===== config.mk =====
export PLATFORM = sky130hd
export DESIGN_NAME = led_ctrl
export DESIGN_NICKNAME = d
export VERILOG_FILES = /design/src/rtl/led_ctrl_pkg.sv /design/src/rtl/led_channel.sv /design/src/rtl/led_ctrl.sv
export SDC_FILE = /design/constraint.sdc
export NUM_CORES = 1
export LEC_CHECK = 0
export CAP_MARGIN = 20
export CELL_PAD_IN_SITES_DETAIL_PLACEMENT = 2
export CELL_PAD_IN_SITES_GLOBAL_PLACEMENT = 2
export CORE_MARGIN = 2
export CORE_UTILIZATION = 38
export CTS_CLUSTER_SIZE = 28
export DETAILED_ROUTE_END_ITERATION = 10
export PLACE_DENSITY = 0.78
export SYNTH_ARGS = -nofsm -noshare
export SYNTH_HDL_FRONTEND = slang
export SYNTH_SLANG_ARGS = --single-unit

===== constraint.sdc =====
create_clock -name clk -period 2.8 [get_ports clk]
set_clock_uncertainty 0.2 [all_clocks]
set_input_delay 0.28 -clock clk [delete_from_list [all_inputs] [get_ports clk]]
set_output_delay 0.28 -clock clk [all_outputs]
set_load 0.05 [all_outputs]

===== src/rtl/led_ctrl_pkg.sv =====
// -----------------------------------------------------------------------------
// led_ctrl_pkg
//   Shared definitions for the two-channel status LED controller:
//   - mode_t       : base mode encoding driven from PS GPIO
//   - chan_state_t : per-channel sequencer states
//   - DEF_*        : default timing constants (Hz / ms)
//   - base_level() : LED level produced by a base mode and the blink phases
// -----------------------------------------------------------------------------
package led_ctrl_pkg;

    typedef enum logic [1:0] {
        MODE_OFF  = 2'b00,
        MODE_ON   = 2'b01,
        MODE_SLOW = 2'b10,
        MODE_FAST = 2'b11
    } mode_t;

    typedef enum logic [1:0] {
        ST_BASE,
        ST_FLASH_ON,
        ST_FLASH_OFF,
        ST_GAP
    } chan_state_t;

    localparam int unsigned DEF_CLK_HZ   = 25_000_000;
    localparam int unsigned DEF_FLASH_MS = 100;
    localparam int unsigned DEF_GAP_MS   = 400;
    localparam int unsigned DEF_SLOW_MS  = 500;
    localparam int unsigned DEF_FAST_MS  = 125;

    function automatic int unsigned max2(input int unsigned a, input int unsigned b);
        return (a > b) ? a : b;
    endfunction

    function automatic logic base_level(input mode_t mode, input logic slow_phase,
                                        input logic fast_phase);
        case (mode)
            MODE_OFF:  return 1'b0;
            MODE_ON:   return 1'b1;
            MODE_SLOW: return slow_phase;
            default:   return fast_phase;
        endcase
    endfunction

endpackage


===== src/rtl/led_channel.sv =====
// -----------------------------------------------------------------------------
// led_channel
//   One LED sequencer. In BASE the LED follows the base mode; an accepted
//   event with a non-zero count plays N on/off flashes followed by a dark
//   gap, then returns to BASE. All timing is counted in ms ticks.
//
// Ports
//   clk, rst_n   : clock, asynchronous active-low reset
//   ms_tick      : one-cycle pulse per millisecond
//   mode         : base mode (off / on / slow / fast)
//   slow_phase   : slow blink phase as it will be after this edge
//   fast_phase   : fast blink phase as it will be after this edge
//   evt_valid    : event request
//   evt_count    : number of flashes requested (0 = no-op)
//   evt_ready    : high exactly while in BASE (registered)
//   led          : LED drive, 1 = lit (registered)
// -----------------------------------------------------------------------------
module led_channel
    import led_ctrl_pkg::*;
#(
    parameter int unsigned FLASH_MS = DEF_FLASH_MS,
    parameter int unsigned GAP_MS   = DEF_GAP_MS,
    parameter int unsigned TMR_W    = 9
) (
    input  logic       clk,
    input  logic       rst_n,
    input  logic       ms_tick,
    input  mode_t      mode,
    input  logic       slow_phase,
    input  logic       fast_phase,
    input  logic       evt_valid,
    input  logic [3:0] evt_count,
    output logic       evt_ready,
    output logic       led
);

    localparam logic [TMR_W-1:0] FLASH_LAST = TMR_W'(FLASH_MS - 1);
    localparam logic [TMR_W-1:0] GAP_LAST   = TMR_W'(GAP_MS - 1);

    chan_state_t      state;
    logic [3:0]       remaining;
    logic [TMR_W-1:0] tmr;

    // evt_ready is a flop rather than (state == ST_BASE) so that it stays low
    // throughout reset and rises on the first edge after release.
    // NOTE: every register here is written with <= so all of them update
    // together from the same pre-edge values; a blocking '=' would let later
    // lines see already-updated state and change behaviour with line order.
    always_ff @(posedge clk or negedge rst_n) begin
        if (!rst_n) begin
            state     <= ST_BASE;
            remaining <= '0;
            tmr       <= '0;
            led       <= 1'b0;
            evt_ready <= 1'b0;
        end else begin
            case (state)
                ST_BASE: begin
                    if (evt_valid && evt_ready && (evt_count != 4'd0)) begin
                        state     <= ST_FLASH_ON;
                        remaining <= evt_count;
                        tmr       <= '0;
                        led       <= 1'b1;
                        evt_ready <= 1'b0;
                    end else begin
                        // A zero-count event lands here too: nothing changes.
                        led       <= base_level(mode, slow_phase, fast_phase);
                        evt_ready <= 1'b1;
                    end
                end

                ST_FLASH_ON: begin
                    if (ms_tick) begin
                        if (tmr == FLASH_LAST) begin
                            state <= ST_FLASH_OFF;
                            led   <= 1'b0;
                            tmr   <= '0;
                        end else begin
                            tmr <= tmr + TMR_W'(1);
                        end
                    end
                end

                ST_FLASH_OFF: begin
                    if (ms_tick) begin
                        if (tmr == FLASH_LAST) begin
                            tmr <= '0;
                            if (remaining > 4'd1) begin
                                remaining <= remaining - 4'd1;
                                state     <= ST_FLASH_ON;
                                led       <= 1'b1;
                            end else begin
                                state <= ST_GAP;
                            end
                        end else begin
                            tmr <= tmr + TMR_W'(1);
                        end
                    end
                end

                ST_GAP: begin
                    if (ms_tick) begin
                        if (tmr == GAP_LAST) begin
                            state     <= ST_BASE;
                            tmr       <= '0;
                            evt_ready <= 1'b1;
                            led       <= base_level(mode, slow_phase, fast_phase);
                        end else begin
                            tmr <= tmr + TMR_W'(1);
                        end
                    end
                end

                default: state <= ST_BASE;
            endcase
        end
    end

endmodule


===== src/rtl/led_ctrl.sv =====
// -----------------------------------------------------------------------------
// led_ctrl
//   Two-channel (red / green) status LED controller. Holds the ms prescaler
//   and the shared slow/fast blink phases so both LEDs blink in phase, and
//   one led_channel sequencer per LED. CLK_HZ must be a multiple of 1000.
//
// Ports
//   clk        : single clock, rising edge
//   rst_n      : asynchronous active-low reset
//   mode_r     : red base mode   (00 off, 01 on, 10 slow, 11 fast)
//   mode_g     : green base mode (same encoding)
//   evt_valid  : event request, bit0 red, bit1 green
//   evt_count  : flash count, [3:0] red, [7:4] green
//   evt_ready  : channel in BASE and able to accept, bit0 red, bit1 green
//   r_led      : red LED drive, 1 = lit (flop output)
//   g_led      : green LED drive, 1 = lit (flop output)
// -----------------------------------------------------------------------------
module led_ctrl
    import led_ctrl_pkg::*;
#(
    parameter int unsigned CLK_HZ   = DEF_CLK_HZ,
    parameter int unsigned FLASH_MS = DEF_FLASH_MS,
    parameter int unsigned GAP_MS   = DEF_GAP_MS,
    parameter int unsigned SLOW_MS  = DEF_SLOW_MS,
    parameter int unsigned FAST_MS  = DEF_FAST_MS
) (
    input  logic       clk,
    input  logic       rst_n,
    input  logic [1:0] mode_r,
    input  logic [1:0] mode_g,
    input  logic [1:0] evt_valid,
    input  logic [7:0] evt_count,
    output logic [1:0] evt_ready,
    output logic       r_led,
    output logic       g_led
);

    localparam int unsigned DIV    = CLK_HZ / 1000;
    localparam int unsigned PRE_W  = $clog2(DIV + 1);
    localparam int unsigned SLOW_W = $clog2(SLOW_MS + 1);
    localparam int unsigned FAST_W = $clog2(FAST_MS + 1);
    localparam int unsigned TMR_W  = $clog2(max2(FLASH_MS, GAP_MS) + 1);

    logic [PRE_W-1:0]  pre;
    logic [SLOW_W-1:0] slow_cnt;
    logic [FAST_W-1:0] fast_cnt;
    logic              slow_phase;
    logic              fast_phase;

    logic ms_tick;
    logic slow_toggle;
    logic fast_toggle;
    logic slow_phase_nxt;
    logic fast_phase_nxt;

    // The tick is high during the last prescaler count, so the edge that
    // wraps the prescaler to 0 is the edge on which the tick is acted upon.
    assign ms_tick     = (pre == PRE_W'(DIV - 1));
    assign slow_toggle = ms_tick && (slow_cnt == SLOW_W'(SLOW_MS - 1));
    assign fast_toggle = ms_tick && (fast_cnt == FAST_W'(FAST_MS - 1));

    // Channels register their LED from the post-edge phase so a blinking
    // LED changes on the same edge as the phase flop, not one cycle later.
    assign slow_phase_nxt = slow_phase ^ slow_toggle;
    assign fast_phase_nxt = fast_phase ^ fast_toggle;

    always_ff @(posedge clk or negedge rst_n) begin
        if (!rst_n) begin
            pre        <= '0;
            slow_cnt   <= '0;
            fast_cnt   <= '0;
            slow_phase <= 1'b0;
            fast_phase <= 1'b0;
        end else begin
            pre <= ms_tick ? '0 : pre + PRE_W'(1);
            if (ms_tick) begin
                slow_cnt <= slow_toggle ? '0 : slow_cnt + SLOW_W'(1);
                fast_cnt <= fast_toggle ? '0 : fast_cnt + FAST_W'(1);
            end
            slow_phase <= slow_phase_nxt;
            fast_phase <= fast_phase_nxt;
        end
    end

    led_channel #(
        .FLASH_MS (FLASH_MS),
        .GAP_MS   (GAP_MS),
        .TMR_W    (TMR_W)
    ) u_red (
        .clk        (clk),
        .rst_n      (rst_n),
        .ms_tick    (ms_tick),
        .mode       (mode_t'(mode_r)),
        .slow_phase (slow_phase_nxt),
        .fast_phase (fast_phase_nxt),
        .evt_valid  (evt_valid[0]),
        .evt_count  (evt_count[3:0]),
        .evt_ready  (evt_ready[0]),
        .led        (r_led)
    );

    led_channel #(
        .FLASH_MS (FLASH_MS),
        .GAP_MS   (GAP_MS),
        .TMR_W    (TMR_W)
    ) u_green (
        .clk        (clk),
        .rst_n      (rst_n),
        .ms_tick    (ms_tick),
        .mode       (mode_t'(mode_g)),
        .slow_phase (slow_phase_nxt),
        .fast_phase (fast_phase_nxt),
        .evt_valid  (evt_valid[1]),
        .evt_count  (evt_count[7:4]),
        .evt_ready  (evt_ready[1]),
        .led        (g_led)
    );

endmodule


==> flow_summary.json <==
{
  "cts_htree_levels": 3,
  "wl_mm": 11.1,
  "synth_xor_area_frac": 0.0336,
  "cts.sinks": 67,
  "antennaDiodeCount": 0,
  "numCtsBuffers": 9,
  "drc": 0,
  "ys_warn_count": 0,
  "leakage_nw": 1.96,
  "dpl.hpwl_mm": 8.00,
  "final_common_cell": "dfrtp_1",
  "synth_cells": 442,
  "drive_gt1_frac": 0.0756,
  "ys_seq_area_frac": 0.429,
  "setup_violations": 0,
  "hold_violations": 0,
  "clkTransAtPathRegs_ns": 0.08,
  "post_cts.repair.setup_buffers": 0,
  "routed_via_density": 5.69,
  "total_power_mw": 2.70,
  "ant_nets": 0,
  "synth_top_family_by_area": "simple AND/OR/NAND/NOR gates",
  "die-area_mm2": 0.0111,
  "worstMarginPinSlew_ns": 0.636,
  "rows": 37,
  "gp_congestion": 0.806,
  "netlist_area_mm2": 0.00391,
  "fin_util": 0.441,
  "start_kind": "flip-flop",
  "clockBufferDepth": 2,
  "yosysTopAreaCell": "dfrtp_1",
  "synth_edf_count": 0,
  "min_path_type": "in2async",
  "holdBufCountCts": 1,
  "nets": 506,
  "synth_top_area_share": 0.429,
  "synthAdderAreaFrac": 0.0608,
  "num_vias": 3481,
  "status": "finished clean",
  "ctsResizeCount": 0,
  "avgRoutedWirePerCell_um": 18.1,
  "start_util": 0.386,
  "drv_slew": 0,
  "muxShareOfSynthArea": 0.0131,
  "finalSetupTns_ns": 0,
  "track_usage": 0.216,
  "ios": 20,
  "cp_data_arrival_time_ns": 2.67,
  "peakVddDrop_mv": 0.489,
  "place.port_buffers": 19,
  "most-common-layout-cells": "67 x dfrtp_1, 48 x o21ai_0, 47 x nor2_1, 45 x nand2_1",
  "tritoncts": "yes",
  "die_w_um": 105,
  "grt_pass1_vias": 3806,
  "core-area_mm2": 0.0101,
  "criticalPathCategory": "reg2reg",
  "holdWs_ns": 0.286,
  "area_growth_pct": 14.2,
  "min_period_ns": 2.59,
  "grt_antenna_before_repair": 0,
  "grt_pass1_wl_mm": 19.3,
  "grt_max_degree": 44,
  "ys.flop_type": "dfrtp_1",
  "clk-insertion-delay-late_ns": 0.35,
  "async_flop_share": 1.00,
  "maxCapViolCount": 0,
  "synth_cell_types": 54,
  "synth_area_per_cell_um2": 8.85,
  "syn_nets": 477,
  "worstPathRequired_ns": 2.88,
  "grt_overflow": 0,
  "drt_iter0_drc": 120,
  "cp_max_fo": 9,
  "ys_top_cells_by_area": "dfrtp_1 43%, o21ai_0 6.1%, ha_1 6.1%, nor2_1 4.5%, nand2_1 4.3%",
  "fmax_ghz": 0.386,
  "fin_crit_sh": 0.925,
  "cts-root-buf": "clkbuf_8",
  "rsz0062_at_grt": "false",
  "synth_seq_cells": 67,
  "setup.worst_path.end_class": "flip-flop",
  "powerDensity_mw_per_mm2": 605,
  "regToRegSetupSlack_ns": 0.21,
  "synth-simple-area-share": 0.250,
  "synth_compound_area_frac": 0.175,
  "drtPass1Iterations": 4,
  "die_h_um": 105,
  "relSlewSlack": 0.576
}
==> layer usage <==
layer	vias to the layer above	routed length, um	global-route usage
met2	19	5750	0.388
met5	-	0	0
met4	0	116	0.0543
li1	1657	-	-
met3	8	178	0.0371
met1	1797	5030	0.268
==> worst max-delay path, cell delays in order (launching register included) <==
cell and delay, ns:
dfrtp_1 0.39, ha_1 0.25, and4bb_2 0.25, and4_1 0.44, buf_4 0.21, and3_1 0.15, o21ai_1 0.17, or3_1 0.38
o21ai_0 0.08
==> synthesized netlist by cell type (all sizes together), types with 8 or more instances <==
cell type	instances
and3	13
xor2	12
nand3	20
nor2	47
dfrtp	67
ha	19
a21oi	18
o31ai	13
nand2	45
o21ai	50
nor3	12
inv	20
a31oi	8
==> layout make-up <==
class / count / area, um^2
fillers: 1116 / 5670
multi-input cells: 342 / 2080
flip-flops and latches: 67 / 1680
repair buffers: 31 / 290
well taps: 136 / 170
clock buffers: 14 / 163
inverters: 20 / 75.1
clock inverters: 2 / 10.0
==> path summary, 6_finish.rpt <==
| kind | from | end | cells past startpoint |
|---|---|---|---|
| max in group asynchronous | rst_n | pre[3] | 3 |
| hold / removal | rst_n | u_red.remaining[0] | 2 |
| min in group clk | pre[0] | pre[0] | 1 |
| setup reg to reg | pre[0] | u_red.remaining[0] | 8 |
| setup / recovery | pre[0] | u_red.remaining[0] | 8 |
| hold reg to reg | pre[0] | pre[0] | 1 |
==> power breakdown <==
| group | internal, mW | total (mW) | switching (mW) |
|---|---|---|---|
| clock network | 0.369 | 0.746 | 0.377 |
| logic | 0.318 | 0.829 | 0.511 |
| registers | 1.04 | 1.13 | 0.0824 |
==> metrics by stage <==
| stage | setup slack, ns | area [um^2] | std cells |
|---|---|---|---|
| after global placement | 0.129 | 4290 | 595 |
| after floorplan | 0.457 | 3910 | 442 |
| after global routing | 0.0613 | 4470 | 612 |
| after detailed placement | -0.0805 | 4290 | 595 |
| after CTS | 0.171 | 4470 | 612 |
| final | 0.210 | 4470 | 612 |
==> flip-flops by register name (all words and copies together), names as in the netlist, 4 cells and up <==
name / count
fast_cnt: 7
pre: 15
slow_cnt: 9
u_green.remaining: 4
u_green.tmr: 9
u_red.remaining: 4
u_red.tmr: 9
==> cell families after synthesis <==
| group | Yosys count |
|---|---|
| and+or+nand+nor | 190 |
| DFF | 67 |
| xor gates and xnor gates | 15 |
| buffers and inverters | 33 |
| muxes | 5 |
| AOI/OAI and AO/OA | 113 |
| adders and majority gates | 19 |
(Power assumes the default switching activity.)
